===== config.mk =====
export PLATFORM = sky130hd
export DESIGN_NAME = decode_stage_pipe
export DESIGN_NICKNAME = d
export VERILOG_FILES = /design/src/rtl/decode_pkg.sv /design/src/rtl/decode_regfile.sv /design/src/rtl/decode_stage_pipe.sv
export SDC_FILE = /design/constraint.sdc
export NUM_CORES = 2
export LEC_CHECK = 0
export BUFFER_PORTS_ARGS = -buffer_cell sky130_fd_sc_hd__buf_2
export CORE_MARGIN = 4
export CORE_UTILIZATION = 44
export CTS_BUF_LIST = sky130_fd_sc_hd__clkbuf_8 sky130_fd_sc_hd__clkbuf_16
export DETAILED_ROUTE_END_ITERATION = 10
export PLACE_DENSITY = 0.61
export SKIP_CTS_REPAIR_TIMING = 1
export SLEW_MARGIN = 10
export SYNTH_ARGS = -nofsm -noshare
export SYNTH_HDL_FRONTEND = slang
export SYNTH_HIERARCHICAL = 1
export SYNTH_SLANG_ARGS = --single-unit

===== constraint.sdc =====
create_clock -name clk -period 8.6 [get_ports clk]
set_input_delay 0.86 -clock clk [delete_from_list [all_inputs] [get_ports clk]]
set_output_delay 0.86 -clock clk [all_outputs]
set_load 0.02 [all_outputs]

===== src/rtl/decode_pkg.sv =====
`default_nettype none
// ============================================================================
// Module   : decode_pkg
// Brief    : Shared instruction field positions, XZR helper and ID/EX payload.
// Revision : 1.0
// ============================================================================
package decode_pkg;

    localparam int c_FIELD_W       = 5;
    localparam int c_RD_LSB        = 0;
    localparam int c_RN_LSB        = 5;
    localparam int c_RM_LSB        = 16;
    localparam int c_IMM12_LSB     = 10;
    localparam int c_IMM12_W       = 12;
    localparam int c_ADDR9_LSB     = 12;
    localparam int c_ADDR9_W       = 9;
    localparam int c_COND19_LSB    = 5;
    localparam int c_COND19_W      = 19;
    localparam int c_BR26_LSB      = 0;
    localparam int c_BR26_W        = 26;
    localparam int c_MOVSHAMT_LSB  = 21;
    localparam int c_MOVSHAMT_W    = 2;

    // The highest register index is the hard-wired zero register.
    function automatic int xzr_index(input int num_regs);
        return num_regs - 1;
    endfunction

    typedef struct packed {
        logic [31:0]          instruction;
        logic [c_FIELD_W-1:0] rn;
        logic [c_FIELD_W-1:0] rb;
        logic [c_FIELD_W-1:0] rd;
    } id_ex_ctl_t;

endpackage : decode_pkg
`default_nettype wire


===== src/rtl/decode_regfile.sv =====
`default_nettype none
// ============================================================================
// Module   : decode_regfile
// Brief    : 2R/1W register file with zero register; same-cycle write bypass
//            on reads when DECODE_WB_BYPASS_EN is defined.
// Revision : 1.0
// ============================================================================
module decode_regfile
    import decode_pkg::*;
#(
    parameter  int DATA_W   = 64,
    parameter  int NUM_REGS = 32,
    localparam int ADDR_W   = $clog2(NUM_REGS)
) (
    input  logic              clk,
    input  logic              i_reset_n,
    input  logic [ADDR_W-1:0] i_ra_addr,
    input  logic [ADDR_W-1:0] i_rb_addr,
    output logic [DATA_W-1:0] o_ra_data,
    output logic [DATA_W-1:0] o_rb_data,
    input  logic              i_we,
    input  logic [ADDR_W-1:0] i_waddr,
    input  logic [DATA_W-1:0] i_wdata
);

    localparam logic [ADDR_W-1:0] c_XZR = ADDR_W'(xzr_index(NUM_REGS));
    localparam logic [ADDR_W:0]   c_NUM = (ADDR_W+1)'(NUM_REGS);

    logic [DATA_W-1:0] r_regs [NUM_REGS];
    logic              w_we;

    assign w_we = i_we && (i_waddr != c_XZR) && ({1'b0, i_waddr} < c_NUM);

    always_ff @(posedge clk) begin
        if (!i_reset_n) begin
            for (int k = 0; k < NUM_REGS; k++) begin
                r_regs[k] <= '0;
            end
        end else if (w_we) begin
            r_regs[i_waddr] <= i_wdata;
        end
    end

    function automatic logic [DATA_W-1:0] read_port(input logic [ADDR_W-1:0] addr);
        logic [DATA_W-1:0] v;
        v = '0;
        if ((addr != c_XZR) && ({1'b0, addr} < c_NUM)) begin
            v = r_regs[addr];
        end
`ifdef DECODE_WB_BYPASS_EN
        if (w_we && (i_waddr == addr)) begin
            v = i_wdata;
        end
`endif
        return v;
    endfunction

    assign o_ra_data = read_port(i_ra_addr);
    assign o_rb_data = read_port(i_rb_addr);

endmodule : decode_regfile
`default_nettype wire


===== src/rtl/decode_stage_pipe.sv =====
`default_nettype none
// ============================================================================
// Module   : decode_stage_pipe
// Brief    : Registered ARM64 decode stage with valid/ready, flush, load-use
//            stall and XZR handling. Optional macro: DECODE_WB_BYPASS_EN.
// Revision : 1.0
// ============================================================================
module decode_stage_pipe
    import decode_pkg::*;
#(
    parameter  int DATA_W   = 64,
    parameter  int NUM_REGS = 32,
    localparam int ADDR_W   = $clog2(NUM_REGS)
) (
    input  logic              clk,
    input  logic              reset_n,
    input  logic              in_valid,
    output logic              in_ready,
    input  logic [31:0]       instruction_i,
    input  logic [DATA_W-1:0] PC_i,
    input  logic              Reg2Loc,
    input  logic              UncondBr,
    input  logic              flush,
    input  logic              ex_load,
    input  logic [ADDR_W-1:0] ex_rd,
    input  logic              wb_en,
    input  logic [ADDR_W-1:0] wb_addr,
    input  logic [DATA_W-1:0] wb_data,
    output logic              out_valid,
    input  logic              out_ready,
    output logic [31:0]       instruction_o,
    output logic [DATA_W-1:0] PC_o,
    output logic [DATA_W-1:0] Da,
    output logic [DATA_W-1:0] Db,
    output logic [DATA_W-1:0] ALU_Imm,
    output logic [DATA_W-1:0] DT_Address,
    output logic [DATA_W-1:0] BrAdder_o,
    output logic [DATA_W-1:0] MOVmask_o,
    output logic [ADDR_W-1:0] Rn_o,
    output logic [ADDR_W-1:0] Rb_o,
    output logic [ADDR_W-1:0] Rd_o
);

    localparam logic [ADDR_W-1:0] c_XZR = ADDR_W'(xzr_index(NUM_REGS));

    logic [c_FIELD_W-1:0] w_rn_f;
    logic [c_FIELD_W-1:0] w_rm_f;
    logic [c_FIELD_W-1:0] w_rd_f;
    logic [c_FIELD_W-1:0] w_rb_f;
    logic [ADDR_W-1:0]    w_rn;
    logic [ADDR_W-1:0]    w_rb;
    logic                 w_hazard;
    logic                 w_accept;
    logic [DATA_W-1:0]    w_da;
    logic [DATA_W-1:0]    w_db;
    logic [DATA_W-1:0]    w_alu_imm;
    logic [DATA_W-1:0]    w_dt_addr;
    logic [DATA_W-1:0]    w_br_off;
    logic [DATA_W-1:0]    w_br_target;
    logic [5:0]           w_mov_shift;
    logic [DATA_W-1:0]    w_mov_mask;
    id_ex_ctl_t           r_ctl;

    assign w_rn_f = instruction_i[c_RN_LSB +: c_FIELD_W];
    assign w_rm_f = instruction_i[c_RM_LSB +: c_FIELD_W];
    assign w_rd_f = instruction_i[c_RD_LSB +: c_FIELD_W];
    assign w_rb_f = Reg2Loc ? w_rm_f : w_rd_f;
    assign w_rn   = w_rn_f[ADDR_W-1:0];
    assign w_rb   = w_rb_f[ADDR_W-1:0];

    // A load writing XZR produces nothing to wait for.
    assign w_hazard = ex_load && (ex_rd != c_XZR) && ((ex_rd == w_rn) || (ex_rd == w_rb));
    assign in_ready = reset_n && !flush && !w_hazard && (!out_valid || out_ready);
    assign w_accept = in_valid && in_ready;

    decode_regfile #(
        .DATA_W   (DATA_W),
        .NUM_REGS (NUM_REGS)
    ) u_regfile (
        .clk       (clk),
        .i_reset_n (reset_n),
        .i_ra_addr (w_rn),
        .i_rb_addr (w_rb),
        .o_ra_data (w_da),
        .o_rb_data (w_db),
        .i_we      (wb_en),
        .i_waddr   (wb_addr),
        .i_wdata   (wb_data)
    );

    assign w_alu_imm = DATA_W'(instruction_i[c_IMM12_LSB +: c_IMM12_W]);
    assign w_dt_addr = {{(DATA_W-c_ADDR9_W){instruction_i[c_ADDR9_LSB+c_ADDR9_W-1]}},
                        instruction_i[c_ADDR9_LSB +: c_ADDR9_W]};

    always_comb begin
        w_br_off = {{(DATA_W-c_COND19_W){instruction_i[c_COND19_LSB+c_COND19_W-1]}},
                    instruction_i[c_COND19_LSB +: c_COND19_W]};
        if (UncondBr) begin
            w_br_off = {{(DATA_W-c_BR26_W){instruction_i[c_BR26_LSB+c_BR26_W-1]}},
                        instruction_i[c_BR26_LSB +: c_BR26_W]};
        end
    end

    assign w_br_target = PC_i + (w_br_off << 2);
    assign w_mov_shift = {instruction_i[c_MOVSHAMT_LSB +: c_MOVSHAMT_W], 4'b0000};
    assign w_mov_mask  = ~({{(DATA_W-16){1'b0}}, 16'hFFFF} << w_mov_shift);

    always_ff @(posedge clk) begin
        if (!reset_n) begin
            out_valid  <= 1'b0;
            r_ctl      <= '0;
            PC_o       <= '0;
            Da         <= '0;
            Db         <= '0;
            ALU_Imm    <= '0;
            DT_Address <= '0;
            BrAdder_o  <= '0;
            MOVmask_o  <= '0;
        end else if (flush) begin
            out_valid <= 1'b0;
        end else if (w_accept) begin
            out_valid         <= 1'b1;
            r_ctl.instruction <= instruction_i;
            r_ctl.rn          <= w_rn_f;
            r_ctl.rb          <= w_rb_f;
            r_ctl.rd          <= w_rd_f;
            PC_o              <= PC_i;
            Da                <= w_da;
            Db                <= w_db;
            ALU_Imm           <= w_alu_imm;
            DT_Address        <= w_dt_addr;
            BrAdder_o         <= w_br_target;
            MOVmask_o         <= w_mov_mask;
        end else if (out_ready) begin
            // Drained with nothing accepted (idle or load-use bubble).
            out_valid <= 1'b0;
        end
    end

    assign instruction_o = r_ctl.instruction;
    assign Rn_o          = r_ctl.rn[ADDR_W-1:0];
    assign Rb_o          = r_ctl.rb[ADDR_W-1:0];
    assign Rd_o          = r_ctl.rd[ADDR_W-1:0];

endmodule : decode_stage_pipe
`default_nettype wire


==> PnR_summary.wiki <==
{| class="wikitable"
! Metric !! Value
|-
| Area enclosed by the die boundary || 0.292 mm^2
|-
| Placer's final routability congestion estimate || 0.923
|-
| Number of enable flip-flop cells after synthesis || approximately 2,000
|-
| Via density per instance || 6.42
|-
| Core Area || between 0.2 and 0.3 mm^2
|-
| Via count of the first global-routing pass || 82,800
|-
| RSZ-0062 raised after global routing || no
|-
| Remaining global-route overflow || 0
|-
| Initial drt markers || 11,400
|-
| Number of antenna-violating nets in the routed design || 0
|-
| Worst Skew || 71.2 ps
|-
| Portion of the clock cycle consumed by the worst path in the final layout || 60.3%
|-
| Run status || complete, no violations
|-
| Async set-reset flop share out of synthesis || 0%
|-
| Hpwl dp || between 200,000 and 300,000 um
|-
| Number of slew-limit violations in the final report || 0
|-
| Worst-case vdd ir drop || 0.164 mV
|-
| Worst hold path depth || 3
|-
| CTS max path bufs || 4
|-
| Num ports || roughly 680
|-
| Starting density of the core || 44.2%
|-
| Setup_tns || 0 ps
|-
| Path depth of the worst reg2reg path || 6
|-
| Tightest Pin Transition || 1300 ps
|-
| Number of rows in the core area || 195
|-
| Drt drc || 0
|-
| Required time worst endpoint || 9310 ps
|-
| Hold-critical path endpoint || instruction_o[30]
|-
| RR Endpoint || BrAdder_o[53]
|-
| Layout Area Growth over Synthesis || 11.5%
|-
| Fmax || 193 MHz
|-
| Clock tree from TritonCTS || yes
|-
| Wire length reported by the detailed router || 464,000 um
|-
| Critical setup path kind || input pin to flip-flop
|-
| Number of synthesis warnings || 6
|-
| Initial antenna violation count || 68
|-
| Endpoint type of the worst setup path || flip-flop
|-
| Critical-path maximum fanout || 36
|-
| Post-CTS clock slew at the launch and capture registers of the worst setup and hold paths || 60 ps
|-
| FILL cells || between 20,000 and 25,000
|-
| Detail-routed net length per standard cell || ~36 um
|-
| Leakage dissipation || between 50 and 60 nW
|-
| Final layout net count || 9,251
|-
| Final count of negative-setup-slack endpoints || 0
|-
| Area used by multi-input combinational logic || 0.0527 mm^2
|-
| Clock net sink count || 2,344
|-
| Reg2reg start || out_valid
|-
| Die H || 540 um
|-
| Total number of vias || 83,500
|-
| Cts bufs inserted || 279
|-
| Hold Path Origin || instruction_i[30]
|-
| GRT Resource Usage Total || between 30 and 40%
|-
| Mean post-synth cell area || between 10 and 15 um^2
|-
| Fraction of layout cells with a size suffix above 1 || 26.0%
|-
| Worst R2R Setup Slack || 4500 ps
|-
| Final critical-path required period || slightly above 5000 ps
|-
| Register cell area after layout || between 0.06 and 0.07 mm^2
|-
| IO Port Bufs || roughly 620
|-
| First-pass GRT wire length || around 640,000 um
|-
| Gate count after technology mapping || 8,851
|-
| Final Hold Viols || 0
|-
| Areal power density over the cells || between 200 and 250 mW/mm^2
|-
| Clock Latency Late Sink || 880 ps
|-
| Number of register bits inferred by synthesis || 2,344
|-
| Distinct cells, synth || 80
|-
| DRT Pass-1 Iters || 6
|-
| Sequential area share after synthesis || 54.1%
|-
| Prevailing post-synth register cell || sky130_fd_sc_hd__edfxtp_1
|-
| Total power || ~0.029 W
|-
| X dimension of the die || 540 um
|-
| Root buffer cell || sky130_fd_sc_hd__clkbuf_16
|-
| Total number of H-tree levels || 5
|-
| Maximum number of pins on one net before global-route repair || 196
|-
| Area of the mapped netlist || 0.125 mm^2
|-
| Startpoint kind of the worst setup timing path || input pin
|-
| Max-cap check violation count || 0
|-
| Data arrival time of the critical path || 5890 ps
|-
| Max_slew headroom || about an eighth
|-
| Path class of the lowest-slack min-delay path || input pin to flip-flop
|}
## worst max-delay path by stage
stage | cells past startpoint | end | slack (ps) | from
floorplan | 4 | u_regfile/r_regs[20][0] | 1960 | wb_addr[0]
global placement | 15 | BrAdder_o[60] | 2350 | UncondBr
detailed placement | 15 | BrAdder_o[60] | 2200 | UncondBr
CTS | 15 | BrAdder_o[60] | 3070 | UncondBr
global route | 15 | BrAdder_o[60] | 3140 | UncondBr
finish | 15 | BrAdder_o[60] | 3420 | UncondBr
## sequential cells by signal, indices dropped and copies added (netlist names)
| signal | count |
|---|---|
| out_valid | 1 |
| BrAdder_o | 62 |
| Db | 64 |
| instruction_o | 24 |
| MOVmask_o | 4 |
| PC_o | 64 |
| DT_Address | 8 |
| Rb_o | 5 |
| Da | 64 |
| u_regfile/r_regs | 2048 |
## critical path: stages
cell                       delay [ps]
sky130_fd_sc_hd__buf_2            440
sky130_fd_sc_hd__nand2b_1         300
sky130_fd_sc_hd__a21boi_0         860
sky130_fd_sc_hd__inv_2            590
sky130_fd_sc_hd__ha_1             560
sky130_fd_sc_hd__a21oi_1          350
sky130_fd_sc_hd__o21bai_1         120
sky130_fd_sc_hd__a21oi_1          210
sky130_fd_sc_hd__nor2_1            60
sky130_fd_sc_hd__a211oi_1         400
sky130_fd_sc_hd__a21o_1           200
sky130_fd_sc_hd__nand2_1          120
sky130_fd_sc_hd__a21oi_1          370
sky130_fd_sc_hd__o21ai_0          150
sky130_fd_sc_hd__a211o_1          260
## per-stage QoR
stage          std cells  instance area [um^2]  utilization (%)  hold slack (ps)  worst slack (ps)
6_report           13000                139000             49.2              234              3420
2_1_floorplan       8965                125000                -              528              1960
4_1_cts            13000                139000             49.2              186              3070
3_5_place_dp       12500                130000             46.1              452              2200
3_3_place_gp       12500                130000             46.1              449              2350
5_1_grt            13000                139000             49.2              231              3140
## power breakdown
part	switching (W)	internal, W	total (W)
logic	0.00240	0.00159	0.00400
clock network	0.00481	0.00658	0.0114
registers	0.000321	0.0130	0.0133
## layer usage
metal | wire length [um] | global-route usage [%]
met1 | 169000 | 40.3
met2 | 220000 | 50.1
met3 | 50800 | 6.53
met4 | 24000 | 14.9
met5 | 158 | 0
## final cells by class
cell class	instances	share of cell area [%]
diodes	46	0.0829
clock inverters	189	0.882
multi-input cells	5486	37.9
inverters	76	0.234
repair buffers	823	3.58
clock buffers	307	5.37
flip-flops and latches	2344	48.6
well taps	3743	3.37
## Yosys cell counts (10+ instances only)
cell,number,area (um^2)
sky130_fd_sc_hd__xor2_1,20,175
sky130_fd_sc_hd__o2bb2ai_1,40,350
sky130_fd_sc_hd__nor2_1,112,420
sky130_fd_sc_hd__o211a_1,14,140
sky130_fd_sc_hd__xnor2_1,38,333
sky130_fd_sc_hd__mux2i_1,324,3240
sky130_fd_sc_hd__ha_1,61,763
sky130_fd_sc_hd__nand2_1,612,2300
sky130_fd_sc_hd__dfxtp_1,296,5930
sky130_fd_sc_hd__nor2b_1,30,188
sky130_fd_sc_hd__buf_4,240,1800
sky130_fd_sc_hd__mux2_2,36,405
sky130_fd_sc_hd__o21a_1,24,180
sky130_fd_sc_hd__o21bai_1,12,90.1
sky130_fd_sc_hd__nor3_1,56,280
sky130_fd_sc_hd__o221ai_1,54,473
sky130_fd_sc_hd__a21oi_1,102,510
sky130_fd_sc_hd__a21boi_0,251,1880
sky130_fd_sc_hd__buf_1,43,161
sky130_fd_sc_hd__edfxtp_1,2048,61500
sky130_fd_sc_hd__clkbuf_1,587,2200
sky130_fd_sc_hd__and3_1,35,219
sky130_fd_sc_hd__nand3_1,31,155
sky130_fd_sc_hd__a21o_1,34,255
sky130_fd_sc_hd__a2111oi_0,16,140
sky130_fd_sc_hd__buf_6,22,248
sky130_fd_sc_hd__a211oi_1,42,315
sky130_fd_sc_hd__a22oi_1,30,225
sky130_fd_sc_hd__o22ai_1,61,382
sky130_fd_sc_hd__a221oi_1,16,140
sky130_fd_sc_hd__buf_2,167,836
sky130_fd_sc_hd__nand4_1,20,125
sky130_fd_sc_hd__mux4_2,1060,23900
sky130_fd_sc_hd__o21ai_0,132,661
sky130_fd_sc_hd__and2_1,1998,12500
sky130_fd_sc_hd__a31oi_1,10,62.6
sky130_fd_sc_hd__nand3b_1,12,90.1
sky130_fd_sc_hd__inv_1,73,274
## logic make-up (layout without fill, tap and decap cells)
| kind of cell | after synthesis | after routing | synth area share, % |
|---|---|---|---|
| and+or+nand+nor | 2941 | 2941 | 13.3 |
| DFF | 2344 | 2344 | 54.1 |
| muxes | 1421 | 1421 | 22.1 |
| buffers and inverters | 1135 | 1395 | 4.44 |
| AOI/OAI and AO/OA | 888 | 888 | 5.01 |
| adders and majority gates | 62 | 62 | 0.629 |
| xor gates and xnor gates | 58 | 58 | 0.408 |
| other | 2 | 162 | 0.00603 |
## cells in the final DEF, fill, tap and decap left out, drive strengths merged, types with 166 or more instances in the layout
master  instances
inv           166
buf           822
mux4         1060
clkbuf        308
edfxtp       2048
a21boi        252
nand2         613
mux2i         324
dfxtp         296
and2         1999
Power figures use the tool's default switching activity.
